File: src/rtl/register_write_arbiter.sv
// -----------------------------------------------------------------------------
// register_write_arbiter
//
// Round-robin write arbiter in front of a single WIDTH-bit load-enabled
// register shared by NREQ requesters. Every granted request becomes exactly
// one single-cycle load pulse, followed by HOLD_CYCLES forced idle cycles
// before the next request is evaluated.
//
// Parameters
//   NREQ        number of requesters (2..8)
//   WIDTH       data width of the shared register
//   HOLD_CYCLES idle cycles forced after every load (0..15)
//
// Ports
//   clk    in   rising-edge clock
//   rstn   in   asynchronous active-low reset
//   req    in   [NREQ]        per-requester write request (level)
//   wdata  in   [NREQ*WIDTH]  packed write data, requester i at [i*WIDTH +: WIDTH]
//   gnt    out  [NREQ]        one-hot grant pulse, coincident with load
//   load   out                register load strobe
//   d      out  [WIDTH]       register data, holds its value while load=0
//   busy   out                high whenever the arbiter is not idle
//   owner  out  [clog2(NREQ)] index of the most recent winner
//
// All outputs are registered; there is no combinational path from req/wdata
// to any output.
// -----------------------------------------------------------------------------
module register_write_arbiter #(
  parameter int NREQ        = 4,
  parameter int WIDTH       = 4,
  parameter int HOLD_CYCLES = 2
) (
  input  logic                    clk,
  input  logic                    rstn,
  input  logic [NREQ-1:0]         req,
  input  logic [NREQ*WIDTH-1:0]   wdata,
  output logic [NREQ-1:0]         gnt,
  output logic                    load,
  output logic [WIDTH-1:0]        d,
  output logic                    busy,
  output logic [$clog2(NREQ)-1:0] owner
);

  localparam int IW = $clog2(NREQ);

  typedef enum logic [1:0] {
    IDLE  = 2'd0,
    WRITE = 2'd1,
    GAP   = 2'd2
  } state_t;

  state_t        state;
  logic [3:0]    cnt;
  logic [IW-1:0] ptr;

  // Round-robin winner search, starting at ptr and wrapping at NREQ-1.
  logic [IW-1:0] win;
  logic [IW-1:0] win_next;
  logic          found;
  int            idx;
  int            nxt;

  // NOTE: every signal assigned in always_comb gets a default first, so no
  // path through the block leaves it unassigned and no latch is inferred.
  always_comb begin
    win   = '0;
    found = 1'b0;
    idx   = 0;
    for (int k = 0; k < NREQ; k++) begin
      idx = int'(ptr) + k;
      if (idx >= NREQ) idx = idx - NREQ;
      if (!found && req[idx[IW-1:0]]) begin
        win   = idx[IW-1:0];
        found = 1'b1;
      end
    end
    nxt = int'(win) + 1;
    if (nxt >= NREQ) nxt = 0;
    win_next = nxt[IW-1:0];
  end

  // NOTE: sequential state uses non-blocking assignments so every flop
  // samples the pre-edge values, independent of statement order.
  always_ff @(posedge clk or negedge rstn) begin
    if (!rstn) begin
      // The data register is reset too: d=0 after reset is observable.
      state <= IDLE;
      cnt   <= '0;
      ptr   <= '0;
      gnt   <= '0;
      load  <= 1'b0;
      d     <= '0;
      busy  <= 1'b0;
      owner <= '0;
    end else begin
      case (state)
        IDLE: begin
          if (found) begin
            load  <= 1'b1;
            d     <= wdata[win*WIDTH +: WIDTH];
            gnt   <= NREQ'(1) << win;
            owner <= win;
            ptr   <= win_next;
            busy  <= 1'b1;
            state <= WRITE;
          end
        end

        WRITE: begin
          load <= 1'b0;
          gnt  <= '0;
          if (HOLD_CYCLES == 0) begin
            busy  <= 1'b0;
            state <= IDLE;
          end else begin
            cnt   <= 4'(HOLD_CYCLES - 1);
            state <= GAP;
          end
        end

        GAP: begin
          if (cnt == 4'd0) begin
            busy  <= 1'b0;
            state <= IDLE;
          end else begin
            cnt <= cnt - 4'd1;
          end
        end

        default: begin
          load  <= 1'b0;
          gnt   <= '0;
          busy  <= 1'b0;
          state <= IDLE;
        end
      endcase
    end
  end

endmodule

File: config.mk
export PLATFORM = sky130hd
export DESIGN_NAME = register_write_arbiter
export DESIGN_NICKNAME = d
export VERILOG_FILES = /design/src/rtl/register_write_arbiter.sv
export SDC_FILE = /design/constraint.sdc
export NUM_CORES = 1
export LEC_CHECK = 0
export ABC_AREA = 1
export CORE_MARGIN = 4
export CORE_UTILIZATION = 47
export DETAILED_ROUTE_END_ITERATION = 8
export HOLD_SLACK_MARGIN = 0.02
export PLACE_DENSITY = 0.82
export SLEW_MARGIN = 20
export SYNTH_ARGS = -nofsm -noshare
export SYNTH_HDL_FRONTEND = slang
export SYNTH_SLANG_ARGS = --single-unit
export TNS_END_PERCENT = 20
File: constraint.sdc
create_clock -name clk -period 2.37 [get_ports clk]
set_clock_uncertainty 0.1 [all_clocks]
set_input_delay 0.5925 -clock clk [delete_from_list [all_inputs] [get_ports clk]]
set_output_delay 0.5925 -clock clk [all_outputs]
set_load 0.05 [all_outputs]
==> impl_metrics.toml, run 1 <==
[outcome]
status = "complete, no violations"

[hold_path]
hp-class = "flip-flop to flip-flop"

[die]
row_count = 18
start_util_pct = 49.85
dieWidth_um = 59.49
design.die.area_um2 = 3539
core_um2 = 2500
die_h_um = 59.49
num_io_pins = 34

[critical_path]
cp-end-kind = "flip-flop"
worstPathArrival_ns = 2.31
start_kind = "input port"
crit_start = "req[3]"
path_class = "input port to flip-flop"
r2r_setup_slack_ns = 0.24
crit_fanout = 3
r2r-end = "ptr[1]$_DFFE_PN0P_"
cp_top_family = "simple AND/OR/NAND/NOR gates"
cp_data_required_time_ns = 2.46
rr_worst_depth = 12
slowest_stage = "clkdlybuf4s50_1"
slowest_delay_ns = 0.41
path_buf_inv = 3
crit_cells = 13
endpoint = "ptr[1]$_DFFE_PN0P_"
timing.rr.start = "ptr[0]$_DFFE_PN0P_"
worstPathCellList = "clkdlybuf4s50_1 > inv_1 > nand2_1 > nand3_1 > nand2_2 > nor2_2 > nand3_2 > nor2_1 > nor2_2 > inv_4 > ha_1 > nand2_1 > o21ai_0"

[placement]
dp_hpwl_mm = 2.471
port_buffers = 33
gp_congestion = 0.8012

[clocking]
cts_tree = "yes"
cts_sinks = 20
clkLatencyLatePin_ns = 0.30
cts_max_level = 1
cts_buffers = 3
clock_path_buffers = 2
cts_root_buf = "clkbuf_4"
clk_pin_slew_ns = 0.11

[synth]
yosysUniqueCellTypes = 25
yosys_warnings = 0
syn_inst = 180
synthArstFlopShare_pct = 100.0
synth-edff-count = 0
avgSynthCellArea_um2 = 6.923
synth-seq-cells = 20
syn_area_um2 = 1246
ys_seq_area_share_pct = 40.16
synthFlopType = "dfrtp_1"
syn-num-nets = 204

[sta]
max_freq_ghz = 0.4506
slew_headroom_pct = 65.85
tightest_slew_ns = 0.5106
grt_setup_unrepaired = "false"
fin_crit_ns = 2.219
min_period_over_period_pct = 93.65
setup_viol = 0
hold_violations = 0
fin_tns_setup_ns = 0
drv_slew = 0

[detailed_routing]
drt_iter0_markers = 46
drt_first_pass_iters = 4
detail-route-antenna-nets = 0
post_drt_wl_per_cell_um = 12.12
drc_errors = 0
vias_per_cell = 5.043
routed_wl_mm = 3.102
vias = 1291

[final_layout]
fillCellCount = 219
n_antenna_cell = 0
area_growth_pct = 39.66
final_nets = 251
layout_common_cells = "nand2_1 (86), clkdlybuf4s50_1 (33), dfrtp_1 (19)"
seqCellArea_um2 = 501.7
final_common_cell = "nand2_1"
drive_gt1_share_pct = 15.93
multi_input_comb_area_um2 = 645.6

[global_route]
antenna_found_initial = 0
grt_overflow = 0
gr-usage-all-layers_pct = 19.53
first_global_vias = 1323
grt_first_pass_wirelength_mm = 5.347
grt_max_degree = 21

[run]
cap_viol_max_count = 0
[registers in the layout (all words and copies together) (netlist names)]
name,cells
gnt,4
owner,2
ptr,2
busy,1
d,4
load,1
state,2
cnt,4
[worst reg2reg max path: stages, from the launching register on]
cell and delay, ns:
dfrtp_2 0.51, inv_2 0.18, nand2_1 0.10, nand3_1 0.13, nand2_2 0.10, nor2_2 0.16, nand3_2 0.12, nor2_1 0.15
nor2_2 0.07, inv_4 0.05, ha_1 0.21, nand2_1 0.06, o21ai_0 0.08
[cell families after synthesis]
logic type	Yosys count	share of synthesized area, %
DFF	20	40.16
adders and majority gates	2	2.008
AOI/OAI and AO/OA	15	7.831
xor gates and xnor gates	2	1.406
buffers and inverters	23	8.032
and+or+nand+nor	118	40.56
[stage by stage]
step / area [µm²] / setup WS [ns] / hold slack (ns) / std cells / util [%]
floorplan: 1246 / 0.3705 / 0.1969 / 180 / -
global placement: 1703 / -0.06632 / 0.3562 / 252 / 68.12
detailed placement: 1703 / -0.1756 / 0.3581 / 252 / 68.12
CTS: 1739 / 0.1591 / 0.3859 / 256 / 69.57
global route: 1740 / 0.004146 / 0.4121 / 256 / 69.62
finish: 1740 / 0.1505 / 0.3823 / 256 / 69.62
[worst min-delay path by stage]
stage | from | endpoint | slack [ns] | cells after the start
2_1_floorplan | rstn | busy$_DFFE_PN0P_ | 0.20 | 0
6_report | load$_DFFE_PN0P_ | load$_DFFE_PN0P_ | 0.38 | 2
5_1_grt | load$_DFFE_PN0P_ | load$_DFFE_PN0P_ | 0.41 | 2
4_1_cts | load$_DFFE_PN0P_ | load$_DFFE_PN0P_ | 0.39 | 2
3_5_place_dp | load$_DFFE_PN0P_ | load$_DFFE_PN0P_ | 0.36 | 2
3_3_place_gp | load$_DFFE_PN0P_ | load$_DFFE_PN0P_ | 0.36 | 2
[cells in the mapped netlist, drive strengths merged (2+ instances only)]
cell	instances	area, µm²
nand3	16	85.08
a21oi	3	15.01
nand2	93	376.6
o21ai	5	28.77
o22ai	3	18.77
dfrtp	20	500.5
buf	2	18.77
o31ai	2	20.02
nor2	9	43.79
ha	2	25.02
inv	21	81.33
[final cells by class]
type | instances | share of cell area (%)
multi-input cells | 137 | 37.10
flip-flops and latches | 20 | 28.83
repair buffers | 44 | 25.16
inverters | 21 | 4.673
well taps | 30 | 2.157
clock buffers | 4 | 2.085
[layer usage]
layer / track usage (%) / vias to the layer above / wire, µm
met3: 4.575 / 4 / 173
met2: 35.26 / 43 / 1599
met5: 0 / - / 0
met4: 5.696 / 0 / 18
met1: 22.76 / 588 / 1310
li1: - / 656 / -
[repair_timing]
item                       in CTS  in global routing
hold buffers                    0                  0
gates resized for setup         0                  1
setup endpoints to repair       0                  5
setup buffers                   0                  0
Power of run 1 is not shown: default switching activity piles up to over one toggle a cycle in this logic, so the estimate is an artifact.
==> inputs of run 2 (changes only) <==
CORE_MARGIN = default   (was 4)
==> run 2 against run 1 <==
Compared with the run above: worst hold slack improved by 0.0089 ns; global-route usage rose by 4.5 points; register-to-register slack improved by 0.03 ns; die area fell by 19%; final area rose by 0.65%; routed wire length fell by 4.8%; flip-flop and latch count did not move; critical path depth did not move; core utilization rose by 0.45 points; maximum frequency fell by 0.54%; worst setup slack got worse by 0.012 ns.
==> impl_metrics.toml, run 2 (same netlist as run 1, synthesis figures left out) <==
[final_layout]
drive_gt1_share_pct = 16.30
seqCellArea_um2 = 501.7
layout.cells.non_filler = 257
largestRegisters = "cnt x4, d x4, gnt x4"
n_antenna_cell = 0
final_nets = 252
fillCellCount = 205
fin_util_pct = 70.07
area_growth_pct = 40.56
final_common_cell = "nand2_1"
layout_common_cells = "nand2_1 (86), clkdlybuf4s50_1 (33), dfrtp_1 (19)"
multi_input_comb_area_um2 = 645.6

[die]
core_um2 = 2500
num_io_pins = 34
design.die.area_um2 = 2861
die_h_um = 53.49
row_count = 18
start_util_pct = 49.85
dieWidth_um = 53.49

[critical_path]
path_class = "input port to flip-flop"
slowest_stage = "clkdlybuf4s50_1"
slowest_delay_ns = 0.43
cp_data_required_time_ns = 2.46
crit_start = "req[3]"
worstPathCellList = "clkdlybuf4s50_1 > inv_1 > nand2_1 > nand3_1 > nand2_2 > nor2_2 > nand3_2 > nor2_1 > nor2_2 > inv_4 > ha_1 > nand2_1 > o21ai_0"
crit_fanout = 3
path_buf_inv = 3
cp_top_family = "simple AND/OR/NAND/NOR gates"
timing.rr.start = "ptr[0]$_DFFE_PN0P_"
start_kind = "input port"
cp-end-kind = "flip-flop"
worstPathArrival_ns = 2.33

[hold_path]
hp-class = "flip-flop to flip-flop"
hp-start = "busy$_DFFE_PN0P_"

[sta]
fin_crit_ns = 2.232
min_period_over_period_pct = 94.16
drv_slew = 0
setup_viol = 0
tightest_slew_ns = 0.5093
post-route-worst-setup-slack_ns = 0.1385
hold_violations = 0
max_freq_ghz = 0.4481
grt_setup_unrepaired = "false"
slew_headroom_pct = 65.94

[placement]
dp_hpwl_mm = 2.351
dpl.cell_count = 253
dp_slack_ns = -0.1738
port_buffers = 33
gp_congestion = 0.8933

[clocking]
clk_pin_slew_ns = 0.12
cts_setup_buffers = 0
cts_buffers = 3
cts_max_level = 1
cts_tree = "yes"
clkLatencyLatePin_ns = 0.31
cts_root_buf = "clkbuf_4"
clock_path_buffers = 2
cts_sinks = 20

[detailed_routing]
post_drt_wl_per_cell_um = 11.49
drc_errors = 0
vias = 1290
routed_wl_mm = 2.952
vias_per_cell = 5.019
detail-route-antenna-nets = 0
drt_first_pass_iters = 6
drt_iter0_markers = 20

[global_route]
gr-usage-all-layers_pct = 24.01
grt_overflow = 0
antenna_found_initial = 0
grt_max_degree = 21
grt_first_pass_wirelength_mm = 4.892
first_global_vias = 1221

[run]
cap_viol_max_count = 0

[outcome]
status = "complete, no violations"
-- run 2: per-stage QoR --
stage	hold slack [ns]	setup TNS, ns	cell area, µm²
4_1_cts	0.3911	0	1750
3_5_place_dp	0.3618	-1.326	1698
3_3_place_gp	0.3562	-0.2000	1698
6_report	0.3911	0	1752
2_1_floorplan	0.1969	0	1246
5_1_grt	0.4270	0	1752
-- run 2: area by class of cell --
class / count / area share, %
Sequential cell: 20 / 28.64
Multi-Input combinational cell: 137 / 36.86
Clock inverter: 1 / 1.714
Inverter: 21 / 4.643
Clock buffer: 3 / 1.286
Tap cell: 30 / 2.143
Timing Repair Buffer: 45 / 24.71
-- run 2: metal layers --
metal / GRT usage, % / wire (µm) / vias to the layer above
li1: - / - / 654
met1: 27.11 / 1224 / 594
met2: 44.58 / 1570 / 38
met3: 3.736 / 125 / 4
met4: 8.333 / 32 / 0
met5: 0 / 0 / -
-- run 2: path summary, 6_finish.rpt --
path | to | slack (ns) | cells after the start
hold reg to reg | busy$_DFFE_PN0P_ | 0.39 | 2
setup / recovery | ptr[1]$_DFFE_PN0P_ | 0.14 | 13
hold / removal | busy$_DFFE_PN0P_ | 0.39 | 2
min in group asynchronous | cnt[2]$_DFFE_PN0P_ | 0.50 | 2
setup reg to reg | ptr[1]$_DFFE_PN0P_ | 0.27 | 12
max in group asynchronous | ptr[0]$_DFFE_PN0P_ | 1.45 | 2
-- run 2: what timing repair did --
action | CTS | global route
hold buffers | 0 | 0
endpoints found under the hold margin | 0 | 0
setup endpoints to repair | 0 | 2
resized for setup | 0 | 1
-- run 2: worst min-delay path: cells and delay by family (launching register included) --
| family | cells | cell delay [ns] |
|---|---|---|
| flops | 1 | 0.37 |
| simple gates | 2 | 0.10 |
Power of run 2 is left out for the same reason.
==> inputs of run 3 (changes only) <==
ABC_AREA = default   (was 1)
CORE_UTILIZATION = 44   (was 47)
CTS_CLUSTER_DIAMETER = 40   (was default)
==> run 3 against run 2 <==
Compared with the run above: sequential share of layout area rose by 4.5 points; critical path type is now flip-flop to output pin; non-clock buffer count did not move; register-to-register slack improved by 0.41 ns; die area fell by 14%; area after synthesis fell by 20%; maximum frequency rose by 1.2%; final area fell by 14%; critical endpoint is now busy; critical path depth fell by 12.
==> impl_metrics.toml, run 3 <==
[outcome]
status = "complete, no violations"

[run]
cap_viol_max_count = 0

[synth]
synth-seq-cells = 20
synthTopCellsByCount = "dfrtp_1 (20), nand2_1 (17), nor2_1 (9)"
synthArstFlopShare_pct = 100.0
synth_most_common_cell = "dfrtp_1"
yosys.area.top_type = "dfrtp_1"
synth-simple-area-share_pct = 17.75
synthXorXnorAreaFrac_pct = 0.8750
muxShareOfSynthArea_pct = 8.000
netlist_top_cells_area = "dfrtp_1 (50%), mux2i_1 (8.0%), nand2_1 (6.4%), o221ai_1 (3.5%), nor2_1 (3.4%)"
ys_seq_area_share_pct = 50.00
synthFlopType = "dfrtp_1"
synth-edff-count = 0
yosys.area_share.adder_pct = 2.500
syn_area_um2 = 1001
syn-num-nets = 126
yosysUniqueCellTypes = 26
synth_top_family_by_area = "simple AND/OR/NAND/NOR gates"
syn_inst = 102
yosys_warnings = 0
avgSynthCellArea_um2 = 9.813
synth_top_area_share_pct = 50.00
synth_compound_area_share_pct = 16.38

[power_and_ir_drop]
total_leakage_power_uw = 0.0007195
irDropWorstVdd_uv = 732.5
p_clk_share_pct = 13.5
cellInternalPower_uw = 1163
swShare_pct = 44.97
power_switching_uw = 950.8
power.density_nw_per_um2 = 1401
comb_power_share_pct = 57.5
p_seq_share_pct = 29.0

[die]
die_h_um = 49.70
dieWidth_um = 49.70
num_io_pins = 34
start_util_pct = 49.02
design.die.area_um2 = 2470
row_count = 16
core_um2 = 2042

[detailed_routing]
routed_wl_mm = 2.372
vias_per_cell = 5.175
detail-route-antenna-nets = 0
drt_iter0_markers = 12
vias = 916
post_drt_wl_per_cell_um = 13.40
drt_first_pass_iters = 4
drc_errors = 0

[critical_path]
path_buf_inv = 1
start_kind = "flip-flop"
slowest_stage = "clkdlybuf4s50_1"
rr_worst_depth = 7
r2r_setup_slack_ns = 0.68
cp_top_family = "buffers and inverters"
cp_data_required_time_ns = 1.68
cp-end-kind = "output pin"
crit_fanout = 3
worstPathArrival_ns = 1.51
worstPathCellList = "clkdlybuf4s50_1"
path_class = "flip-flop to output pin"
timing.rr.start = "ptr[0]$_DFFE_PN0P_"
slowest_delay_ns = 0.81
r2r-end = "ptr[1]$_DFFE_PN0P_"

[clocking]
ctsResizeCount = 0
cts_buffers = 3
cts_sinks = 20
clock_path_buffers = 2
cts_setup_buffers = 0
cts_tree = "yes"
cts-hold-fix-buffers = 0
clk_pin_slew_ns = 0.12
clkLatencyLatePin_ns = 0.31
cts_root_buf = "clkbuf_4"
cts_max_level = 1

[sta]
fin_crit_ns = 2.206
min_period_over_period_pct = 93.08
max_freq_ghz = 0.4533
holdWs_ns = 0.3971
setup_viol = 0
drv_slew = 0
slew_headroom_pct = 65.88
grt_setup_unrepaired = "false"
hold_violations = 0
tightest_slew_ns = 0.5103

[global_route]
first_global_vias = 973
grt_first_pass_wirelength_mm = 4.222
grt_overflow = 0
gr-usage-all-layers_pct = 22.69
antenna_found_initial = 0
grt_max_degree = 21

[final_layout]
final_common_cell = "clkdlybuf4s50_1"
n_antenna_cell = 0
layout_common_cells = "clkdlybuf4s50_1 (33), dfrtp_1 (20), nand2_1 (17)"
fillCellCount = 172
largestRegisters = "cnt x4, d x4, gnt x4"
drive_gt1_share_pct = 13.33
final_nets = 175
area_growth_pct = 50.75
fin_util_pct = 73.90
layout.cells.non_filler = 177

[placement]
gp_congestion = 0.7516
dp_hpwl_mm = 1.821
port_buffers = 33
dpl.cell_count = 173

[hold_path]
hp-class = "flip-flop to flip-flop"
min_path_cells = 2
hold-path-endpoint = "gnt[2]$_DFFE_PN0P_"
hp-start = "gnt[2]$_DFFE_PN0P_"
[run 3: changes by cell type after synthesis, moves of 5 or more]
cell	delta
nand2_2	-5
nand3_1	-14
mux2i_1	+8
inv_1	-7
nand2_1	-69
[run 3: worst max path at each step]
stage	from	end	slack (ns)	cells past startpoint
after global routing	busy$_DFFE_PN0P_	busy	0.12	1
after CTS	busy$_DFFE_PN0P_	busy	0.15	1
final	busy$_DFFE_PN0P_	busy	0.16	1
after detailed placement	req[0]	gnt[3]$_DFFE_PN0P_	-0.02	7
after global placement	req[1]	gnt[3]$_DFFE_PN0P_	-0.008	8
after floorplan	req[0]	gnt[3]$_DFFE_PN0P_	0.56	7
[run 3: layout make-up]
type | count | area [µm²] | share of cell area [%]
flip-flops and latches | 20 | 500.5 | 33.17
clock buffers | 3 | 22.52 | 1.493
well taps | 27 | 33.78 | 2.239
multi-input cells | 72 | 455.4 | 30.18
clock inverters | 1 | 30.03 | 1.990
inverters | 9 | 33.78 | 2.239
repair buffers | 45 | 432.9 | 28.69
[run 3: per-layer routing]
layer  wire (µm)  global-route usage (%)  vias to the layer above  share of wire [%]
met5           0                       0                        -                  0
met3         115                   4.321                        3                4.8
met1         960                   26.93                      426                 40
met2        1259                   40.09                       30                 53
li1            -                       -                      457                  -
met4          35                   8.571                        0                1.5
[run 3: kinds of logic after synthesis]
| group | count (synthesis) |
|---|---|
| XOR/XNOR | 1 |
| buffers and inverters | 10 |
| flip-flops | 20 |
| AO/OA/AOI/OAI | 23 |
| multiplexers | 8 |
| AND/OR/NAND/NOR | 38 |
| adder cells (fa/ha/maj) | 2 |
[run 3: metrics by stage]
step | power [µW] | area [µm²] | setup TNS (ns) | setup WS, ns
after floorplan | 1364 | 1001 | 0 | 0.5598
after global placement | 1788 | 1456 | -0.008304 | -0.008304
after detailed placement | 1830 | 1456 | -0.03954 | -0.01936
after CTS | 2139 | 1509 | 0 | 0.1488
after global routing | 2247 | 1509 | 0 | 0.1184
final | 2114 | 1509 | 0 | 0.1640
[run 3: power by group through the flow]
stage / clock, µW / combinational, µW / sequential (µW)
global placement: 0 / 1180 / 610
finish: 285 / 1220 / 614
global route: 304 / 1310 / 635
CTS: 293 / 1230 / 616
detailed placement: 0 / 1210 / 620
floorplan: 0 / 451 / 913
No activity file was read; power rests on OpenSTA's default activity.
